<file path="config.mk">
export PLATFORM = sky130hd
export DESIGN_NAME = spi_route_ctrl_flat
export DESIGN_NICKNAME = d
export VERILOG_FILES = /design/src/rtl/spi_route_ctrl_if.sv /design/src/rtl/spi_route_ctrl.sv /design/src/flat_wrapper.sv
export SDC_FILE = /design/constraint.sdc
export NUM_CORES = 1
export LEC_CHECK = 0
export CELL_PAD_IN_SITES_DETAIL_PLACEMENT = 0
export CELL_PAD_IN_SITES_GLOBAL_PLACEMENT = 1
export CORE_ASPECT_RATIO = 1.2
export CORE_MARGIN = 10
export CORE_UTILIZATION = 35
export DETAILED_ROUTE_END_ITERATION = 8
export PLACE_DENSITY = 0.79
export SLEW_MARGIN = 5
export SYNTH_ARGS = -nofsm -noshare
export SYNTH_HDL_FRONTEND = slang
export SYNTH_SLANG_ARGS = --single-unit
</file>
<file path="constraint.sdc">
create_clock -name sys_clk -period 2 [get_ports sys_clk]
set_clock_uncertainty 0.2 [all_clocks]
set_input_delay 0.4 -clock sys_clk [delete_from_list [all_inputs] [get_ports sys_clk]]
set_output_delay 0.4 -clock sys_clk [all_outputs]
set_load 0.01 [all_outputs]
</file>
<file path="src/rtl/spi_route_ctrl_if.sv">
// spi_route_ctrl_if: MCU SPI pins in, slave-select routing status out
// Ports (master = bench/MCU side, slave = spi_route_ctrl side):
//   spi_clk, spi_cs, spi_mosi  raw asynchronous MCU SPI pins
//   sel                        one-hot downstream slave select
//   route_valid, cur_target    routing status
//   hdr_err, timeout_err       one-cycle error pulses
//   frame_cnt                  count of successfully routed frames
interface spi_route_ctrl_if #(
   parameter int NUM_SLAVES = 7,
   parameter int CNT_W      = 16
);
   logic                  spi_clk;
   logic                  spi_cs;
   logic                  spi_mosi;
   logic [NUM_SLAVES-1:0] sel;
   logic                  route_valid;
   logic [2:0]            cur_target;
   logic                  hdr_err;
   logic                  timeout_err;
   logic [CNT_W-1:0]      frame_cnt;
   modport master (
      output spi_clk, spi_cs, spi_mosi,
      input  sel, route_valid, cur_target, hdr_err, timeout_err, frame_cnt
   );
   modport slave (
      input  spi_clk, spi_cs, spi_mosi,
      output sel, route_valid, cur_target, hdr_err, timeout_err, frame_cnt
   );
endinterface

</file>
<file path="src/rtl/spi_route_ctrl.sv">
// spi_route_ctrl: routes each MCU SPI frame to one downstream slave chosen by its header byte
// Ports:
//   sys_clk  system clock
//   sys_rst  asynchronous active-high reset (released synchronously inside)
//   bus      spi_route_ctrl_if.slave: SPI pins in; sel/route_valid/cur_target,
//            hdr_err/timeout_err pulses and frame_cnt out
module spi_route_ctrl #(
   parameter int         NUM_SLAVES  = 7,
   parameter logic [3:0] HDR_MAGIC   = 4'hA,
   parameter int         TIMEOUT_CYC = 480,
   parameter int         CNT_W       = 16
) (
   input logic           sys_clk,
   input logic           sys_rst,
   spi_route_ctrl_if.slave bus
);
   localparam logic [1:0] IDLE   = 2'd0;
   localparam logic [1:0] HEADER = 2'd1;
   localparam logic [1:0] ROUTE  = 2'd2;
   localparam logic [1:0] DRAIN  = 2'd3;
   localparam int         TO_W   = $clog2(TIMEOUT_CYC);
   localparam logic [TO_W-1:0] TO_LAST = TO_W'(TIMEOUT_CYC - 1);
   localparam logic [2:0] MAX_T  = 3'(NUM_SLAVES);

   logic [1:0]      rst_sync;
   logic            rst;
   logic [2:0]      clk_sr, cs_sr, mosi_sr;
   logic            sck_rise, cs_rise, cs_fall, hdr_ok;
   logic [1:0]      state;
   logic [2:0]      bit_cnt;
   logic [7:0]      shreg;
   logic            hdr_done;
   logic [2:0]      tgt;
   logic [TO_W-1:0] to_cnt;

   // reset asserts immediately but releases on a clock edge
   always_ff @(posedge sys_clk or posedge sys_rst)
      if (sys_rst) rst_sync <= 2'b11;
      else rst_sync <= {rst_sync[0], 1'b0};
   assign rst = rst_sync[1];

   // [0],[1] form the 2-flop synchronizer, [2] is the edge-detect register;
   // clearing them on reset means a CS held low through reset never looks like a fall
   always_ff @(posedge sys_clk or posedge rst)
      if (rst) begin
         clk_sr  <= '0;
         cs_sr   <= '0;
         mosi_sr <= '0;
      end else begin
         clk_sr  <= {clk_sr[1:0], bus.spi_clk};
         cs_sr   <= {cs_sr[1:0], bus.spi_cs};
         mosi_sr <= {mosi_sr[1:0], bus.spi_mosi};
      end

   assign sck_rise = clk_sr[1] & ~clk_sr[2];
   assign cs_rise  = cs_sr[1] & ~cs_sr[2];
   assign cs_fall  = ~cs_sr[1] & cs_sr[2];
   // header bit 3 is reserved and masked out of the magic compare
   assign hdr_ok   = ((shreg & 8'hF0) == {HDR_MAGIC, 4'h0}) && (shreg[2:0] != 3'd0) && (shreg[2:0] <= MAX_T);

   always_ff @(posedge sys_clk or posedge rst)
      if (rst) begin
         state           <= IDLE;
         bit_cnt         <= '0;
         shreg           <= '0;
         hdr_done        <= 1'b0;
         tgt             <= '0;
         to_cnt          <= '0;
         bus.sel         <= '0;
         bus.route_valid <= 1'b0;
         bus.cur_target  <= '0;
         bus.hdr_err     <= 1'b0;
         bus.timeout_err <= 1'b0;
         bus.frame_cnt   <= '0;
      end else begin
         bus.hdr_err     <= 1'b0;
         bus.timeout_err <= 1'b0;
         case (state)
            IDLE: begin
               bit_cnt  <= '0;
               hdr_done <= 1'b0;
               to_cnt   <= '0;
               if (cs_fall) state <= HEADER;
            end
            HEADER:
               if (cs_rise) state <= IDLE;
               // evaluation runs one cycle after the 8th bit lands in shreg
               else if (hdr_done) begin
                  hdr_done <= 1'b0;
                  if (hdr_ok) begin
                     state         <= ROUTE;
                     tgt           <= shreg[2:0];
                     bus.frame_cnt <= bus.frame_cnt + CNT_W'(1);
                  end else begin
                     state       <= DRAIN;
                     bus.hdr_err <= 1'b1;
                  end
               end else if (sck_rise) begin
                  shreg    <= {shreg[6:0], mosi_sr[2]};
                  bit_cnt  <= bit_cnt + 3'd1;
                  hdr_done <= (bit_cnt == 3'd7);
                  to_cnt   <= '0;
               end else if (to_cnt == TO_LAST) begin
                  state           <= DRAIN;
                  bus.timeout_err <= 1'b1;
               end else to_cnt <= to_cnt + TO_W'(1);
            ROUTE:
               if (cs_rise) begin
                  state           <= IDLE;
                  bus.sel         <= '0;
                  bus.route_valid <= 1'b0;
                  bus.cur_target  <= '0;
               end else begin
                  bus.sel         <= NUM_SLAVES'(1) << (tgt - 3'd1);
                  bus.route_valid <= 1'b1;
                  bus.cur_target  <= tgt;
               end
            default:
               if (cs_rise) state <= IDLE;
         endcase
      end
endmodule

</file>
<file path="src/flat_wrapper.sv">
// flat-port wrapper written by rule: the top's interface ports become plain ports
module spi_route_ctrl_flat 
#(
   parameter int         NUM_SLAVES  = 7,
   parameter logic [3:0] HDR_MAGIC   = 4'hA,
   parameter int         TIMEOUT_CYC = 480,
   parameter int         CNT_W       = 16
)
  (sys_clk, sys_rst, bus_spi_clk, bus_spi_cs, bus_spi_mosi, bus_sel, bus_route_valid, bus_cur_target, bus_hdr_err, bus_timeout_err, bus_frame_cnt);
  spi_route_ctrl_if #(.NUM_SLAVES(NUM_SLAVES), .CNT_W(CNT_W)) bus_i ();
  input logic sys_clk;
  input logic sys_rst;
  input wire logic [$bits(bus_i.spi_clk)-1:0] bus_spi_clk;
  input wire logic [$bits(bus_i.spi_cs)-1:0] bus_spi_cs;
  input wire logic [$bits(bus_i.spi_mosi)-1:0] bus_spi_mosi;
  output wire logic [$bits(bus_i.sel)-1:0] bus_sel;
  output wire logic [$bits(bus_i.route_valid)-1:0] bus_route_valid;
  output wire logic [$bits(bus_i.cur_target)-1:0] bus_cur_target;
  output wire logic [$bits(bus_i.hdr_err)-1:0] bus_hdr_err;
  output wire logic [$bits(bus_i.timeout_err)-1:0] bus_timeout_err;
  output wire logic [$bits(bus_i.frame_cnt)-1:0] bus_frame_cnt;
  assign bus_i.spi_clk = bus_spi_clk;
  assign bus_i.spi_cs = bus_spi_cs;
  assign bus_i.spi_mosi = bus_spi_mosi;
  assign bus_sel = bus_i.sel;
  assign bus_route_valid = bus_i.route_valid;
  assign bus_cur_target = bus_i.cur_target;
  assign bus_hdr_err = bus_i.hdr_err;
  assign bus_timeout_err = bus_i.timeout_err;
  assign bus_frame_cnt = bus_i.frame_cnt;
  spi_route_ctrl #(.NUM_SLAVES(NUM_SLAVES), .HDR_MAGIC(HDR_MAGIC), .TIMEOUT_CYC(TIMEOUT_CYC), .CNT_W(CNT_W)) u_core (.sys_clk(sys_clk), .sys_rst(sys_rst), .bus(bus_i));
endmodule
</file>
# --- Word level (Yosys, flattened, before mapping) ---
# Index checks and enable logic that the tools add are counted.
totals:
  wordCells: 87
  inputBits: 5
  ff_bits: 66
classes:
  magnitude_cmp: 1
  n_bitwise: 8
  n_addsub: 4
  n_shift: 1
  mux: 33
  reduce_logical: 12
  n_eq_ne: 12
op_table:
  columns: ["op", "n"]
  rows:
  - ["2-to-1 mux 9 bit", 4]
  - ["AND reduction 4 bit", 5]
  - ["one-hot mux 9 bit (2 select lines)", 1]
  - ["adder 16 x 1 -> 16 bit, second input constant", 1]
  - ["2-to-1 mux 1 bit", 14]
  - ["2-to-1 mux 2 bit", 6]
  - ["2-to-1 mux 3 bit", 4]
  - ["adder 9 x 1 -> 9 bit, second input constant", 1]
  - ["== test 9 bit, second input constant", 1]
  - ["2-to-1 mux 7 bit", 1]
  - ["left shift 1 x 3 -> 7 bit, first input constant", 1]
  - ["one-hot mux 3 bit (2 select lines)", 1]
  - ["nonzero test 3 bit", 2]
  - ["NOT 1 bit", 5]
  - ["== test 4 bit, second input constant", 1]
  - ["inequality test 2 x 1 -> 1 bit, second input constant", 2]
  - ["inequality test 2 bit, second input constant", 2]
  - ["inequality test 4 x 1 -> 1 bit, second input constant", 1]
  - ["inequality test 4 bit, second input constant", 1]
  - ["one-hot mux 2 bit (2 select lines)", 1]
  - ["adder 3 x 1 -> 3 bit, second input constant", 1]
  - ["bitwise AND 1 bit", 3]
  - ["== test 3 bit, second input constant", 1]
  - ["less-or-equal comparator 3 bit, second input constant", 1]
  - ["9 further kinds", 10]

# --- Logic depth before layout (Yosys ltp) ---
depth:
  word_depth: 7
  depth_mapped: 6

# --- Worst setup path before layout ---
# OpenSTA, ideal clock, no wires.
synth_path:
  path_type: "register to register"
  start: "register u_core.state[1]"
  end: "register u_core.shreg[1]"
  setup_time_ns: 0.125
  n_path_buf: 2
  t_required_ns: 1.675
  path_slack_ns: 0.118
  path_stages_with_launch: 6
  arrival_time_ns: 1.557
  cell_sequence: "dfrtp_1 buf_6 nand2b_4 nor4_1 buf_2 mux2_2"
synth_between:
  elab_chain_len: 2
synth_rtl:
  columns: ["item", "line", "text"]
  rows:
  - ["start: declaration", "spi_route_ctrl.sv:29", "logic [1:0] state;"]
  - ["start signal: assignment", "spi_route_ctrl.sv:63", "state <= IDLE;"]
  - ["start signal: assignment", "spi_route_ctrl.sv:83", "if (cs_fall) state <= HEADER;"]
  - ["start signal: assignment", "spi_route_ctrl.sv:86", "if (cs_rise) state <= IDLE;"]
  - ["== test 2 x 1 -> 1 bit", "spi_route_ctrl.sv:78", "case (state)"]
  - ["AND reduction 4 bit (no line)", null, null]
  - ["end signal: assignment", "spi_route_ctrl.sv:99", "shreg <= {shreg[6:0], mosi_sr[2]};"]
  - ["end: declaration", "spi_route_ctrl.sv:31", "logic [7:0] shreg;"]
# No other way between the ends.
# A chain may end at the register's enable or synchronous reset.

# --- Worst setup path in the final report ---
layout_path:
  start: "register u_core.bus.frame_cnt[0]"
  end: "output bus_frame_cnt[0]"
layout_rtl:
  columns: ["item", "line", "text"]
  rows:
  - ["start: declaration", "spi_route_ctrl_if.sv:27", "output sel, route_valid, cur_target, hdr_err, timeout_err, frame_cnt"]
  - ["start signal: assignment", "spi_route_ctrl.sv:93", "bus.frame_cnt <= bus.frame_cnt + CNT_W'(1);"]
  - ["end: declaration", "flat_wrapper.sv:21", "output wire logic [$bits(bus_i.frame_cnt)-1:0] bus_frame_cnt;"]
# No word-level cell between the ends.

==> results_dict.tcl <==
set metrics [dict create \
    outcome "completed" \
    max_freq_mhz 516.8 \
    viasPerCell 5.121 \
    ys_types 46 \
    initial_utilization_pct 35.83 \
    dieArea_um2 12360 \
    via_count 2033 \
    synth-simple-area-share_pct 17.92 \
    drt_iter0_drc 148 \
    die_y_um 119.8 \
    synth_nets 256 \
    synthArstFlopShare_pct 100.0 \
    cts_sinks 66 \
    cts_setup_buffers 0 \
    fin_nets 307 \
    hold_viol 0 \
    wirelength_mm 5.852 \
    ys_ff_latch 66 \
    min_period_ps 1935 \
    cts_tree "done" \
    r2r-start "u_core.state[1]" \
    synth_top_family_by_area "simple AND/OR/NAND/NOR gates" \
    synth_warnings 0 \
    numCtsBuffers 9 \
    chipWidth_um 103.2 \
    p_per_area_nw_per_um2 813.8 \
    path_cells "clkdlybuf4s50_1" \
    leakagePower_nw 1.637 \
    antenna_found_initial 0 \
    maxCapViolations 0 \
    hpwl_mm 4.147 \
    area_growth_pct 26.10 \
    grt_pass1_wl_mm 10.14 \
    setup_tns_ps 0 \
    rsz0062_at_grt "no" \
    ys_seq_area_share_pct 56.93 \
    arrival_ps 1330 \
    row_count 36 \
    synth.avg_cell_area_um2 11.81 \
    antenna_left 0 \
    clk_path_buf_depth 2 \
    synth_mux_area_share_pct 4.651 \
    diodes 0 \
    r2r_end "u_core.bus.frame_cnt[11]" \
    ctsHtreeMaxLevel 3 \
    yosys.area_share.adder_pct 2.153 \
    firstDrtPassIters 4 \
    routedWlPerCell_um 14.74 \
    netlist_instances 246 \
    critPathBufInv 1 \
    critical_path_class "register to output port" \
    required_ps 1400 \
    cpPeakStageDelay_ps 570 \
    clock_latency_ps 340 \
    place_congestion 0.7607 \
    cp-start-kind "register" \
    period_share_pct 96.74 \
    r2r_slack_ps 100 \
    setup_viol 0 \
    fin_hold_ws_ps 126.6 \
    synth_xor_area_share_pct 4.522 \
    critPathTopFamily "buffers and inverters" \
    cp_max_fo 5 \
    ios 34 \
    grt_usage_pct 10.14 \
    hold_path.class "register to async pin" \
    port_buffers 33 \
    drive_above_1_share_pct 18.54 \
    synth_compound_area_share_pct 11.11 \
    rr_worst_depth 4 \
    coreArea_um2 8108 \
    drc 0 \
    overflow 0 \
    grt_pass1_vias 2093 \
    ff_latch_area_um2 1658 \
    synth_edf_count 0 \
    grt_max_degree 65 \
    synth_area_um2 2905 \
    total_power_mw 2.981 \
    fillCellCount 751 \
    cts-root-buf "clkbuf_8" \
    clk_pin_slew_worst_paths_ps 80 \
    vdd_ir_drop_max_mv 0.2817 \
    end_kind "output port" \
    multi_input_area_um2 1176 \
    slowest_stage "clkdlybuf4s50_1" \
    slew_viol_final 0 \
    yosys_most_used_dff "dfrtp_1" \
]
[through the flow]
stage	setup slack, ps	utilization, %	instance area (µm²)	instances
final	65.17	45.19	3664	397
after global routing	2.273	45.19	3664	397
after CTS	6.166	45.15	3661	397
after detailed placement	166.3	42.36	3435	381
after global placement	191.7	42.36	3435	381
after floorplan	117.8	-	2909	246
[final cells by class]
type                    instances  share of cell area (%)
well taps                      95                   3.245
flip-flops and latches         66                   45.25
inverters                       7                  0.8197
repair buffers                 48                   12.43
clock inverters                 7                   2.766
multi-input cells             165                   32.10
clock buffers                   9                   3.381
[synth_stat cells (3+ instances only)]
cell	number	area [µm²]
dfrtp_1	64	1602
a21oi_1	5	25.02
nor4_2	4	50.05
a21o_1	3	22.52
nor2b_1	3	18.77
ha_1	5	62.56
xnor2_1	6	52.55
clkbuf_1	3	11.26
nand4_1	5	31.28
mux2_1	3	33.78
buf_2	3	15.01
nand2_1	24	90.09
nand3_1	12	60.06
a31oi_1	9	56.30
mux2_2	9	101.4
nand2b_1	4	25.02
and4_1	3	26.28
nor3_1	6	30.03
nor2_1	9	33.78
and3_1	5	31.28
xor2_1	9	78.83
inv_1	7	26.28
a22o_1	5	43.79
o31ai_1	3	22.52
o21ai_0	8	40.04
and2_1	3	18.77
[flip-flops by register name, indices dropped and copies added, names as in the netlist]
register	flops
u_core.tgt	3
u_core.bus.hdr_err	1
u_core.bit_cnt	3
u_core.bus.route_valid	1
u_core.to_cnt	9
u_core.shreg	8
u_core.cs_sr	3
u_core.bus.frame_cnt	16
u_core.rst_sync	2
u_core.hdr_done	1
u_core.bus.timeout_err	1
u_core.state	2
u_core.mosi_sr	3
u_core.bus.cur_target	3
u_core.bus.sel	7
u_core.clk_sr	3
[report_power, final]
group / internal (mW) / switching (mW)
combinational: 0.104 / 0.102
sequential: 1.42 / 0.0870
clock: 0.712 / 0.552
[worst max-delay path by stage]
stage                                        from  depth (start not counted)                        to
after floorplan                   u_core.state[1]                          5           u_core.shreg[1]
after global placement            u_core.state[1]                          6             u_core.tgt[2]
after detailed placement          u_core.state[1]                          4  u_core.bus.frame_cnt[15]
after CTS                 u_core.bus.frame_cnt[5]                          1          bus_frame_cnt[5]
after global routing      u_core.bus.frame_cnt[0]                          1          bus_frame_cnt[0]
final                     u_core.bus.frame_cnt[0]                          1          bus_frame_cnt[0]
[cell families (layout without fill, tap and decap cells)]
| group | Yosys count | after routing |
|---|---|---|
| xor+xnor | 15 | 15 |
| mux | 12 | 12 |
| simple gates | 87 | 87 |
| compound gates | 45 | 45 |
| flops | 66 | 66 |
| fa+ha+maj | 5 | 5 |
| buf+inv | 15 | 71 |
| other cells | 1 | 1 |
[placed cells by master, fill, tap and decap left out, types with 3 or more instances in the layout]
master           instances
xnor2_1                  6
dfrtp_2                  3
mux2_1                   3
a21oi_1                  5
nor2b_1                  3
nor3_1                   6
inv_1                    6
and2_1                   3
and4_1                   3
a31oi_1                  9
and3_1                   5
nand4_1                  5
clkbuf_8                 9
clkdlybuf4s50_1         33
o31ai_1                  3
a21o_1                   3
buf_4                   14
nor2_1                   9
nand2b_1                 4
dfrtp_1                 61
nand3_1                 12
o21ai_0                  8
xor2_1                   9
clkinvlp_4               3
ha_1                     5
mux2_2                   9
a22o_1                   5
nand2_1                 24
nor4_2                   4
[per-layer routing]
metal | vias to the layer above | global-route usage, % | part of all wire (%)
met1 | 994 | 12.22 | 44
met2 | 41 | 16.24 | 50
met4 | 0 | 5.139 | 0.87
li1 | 994 | - | -
met3 | 4 | 2.583 | 5.1
met5 | - | 0 | 0
[repair_timing]
action | CTS | global route
endpoints found under the setup margin | 1 | 2
hold buffers | 0 | 0
resized for setup | 1 | 2
Note: power is estimated with default switching activity, not from simulation.
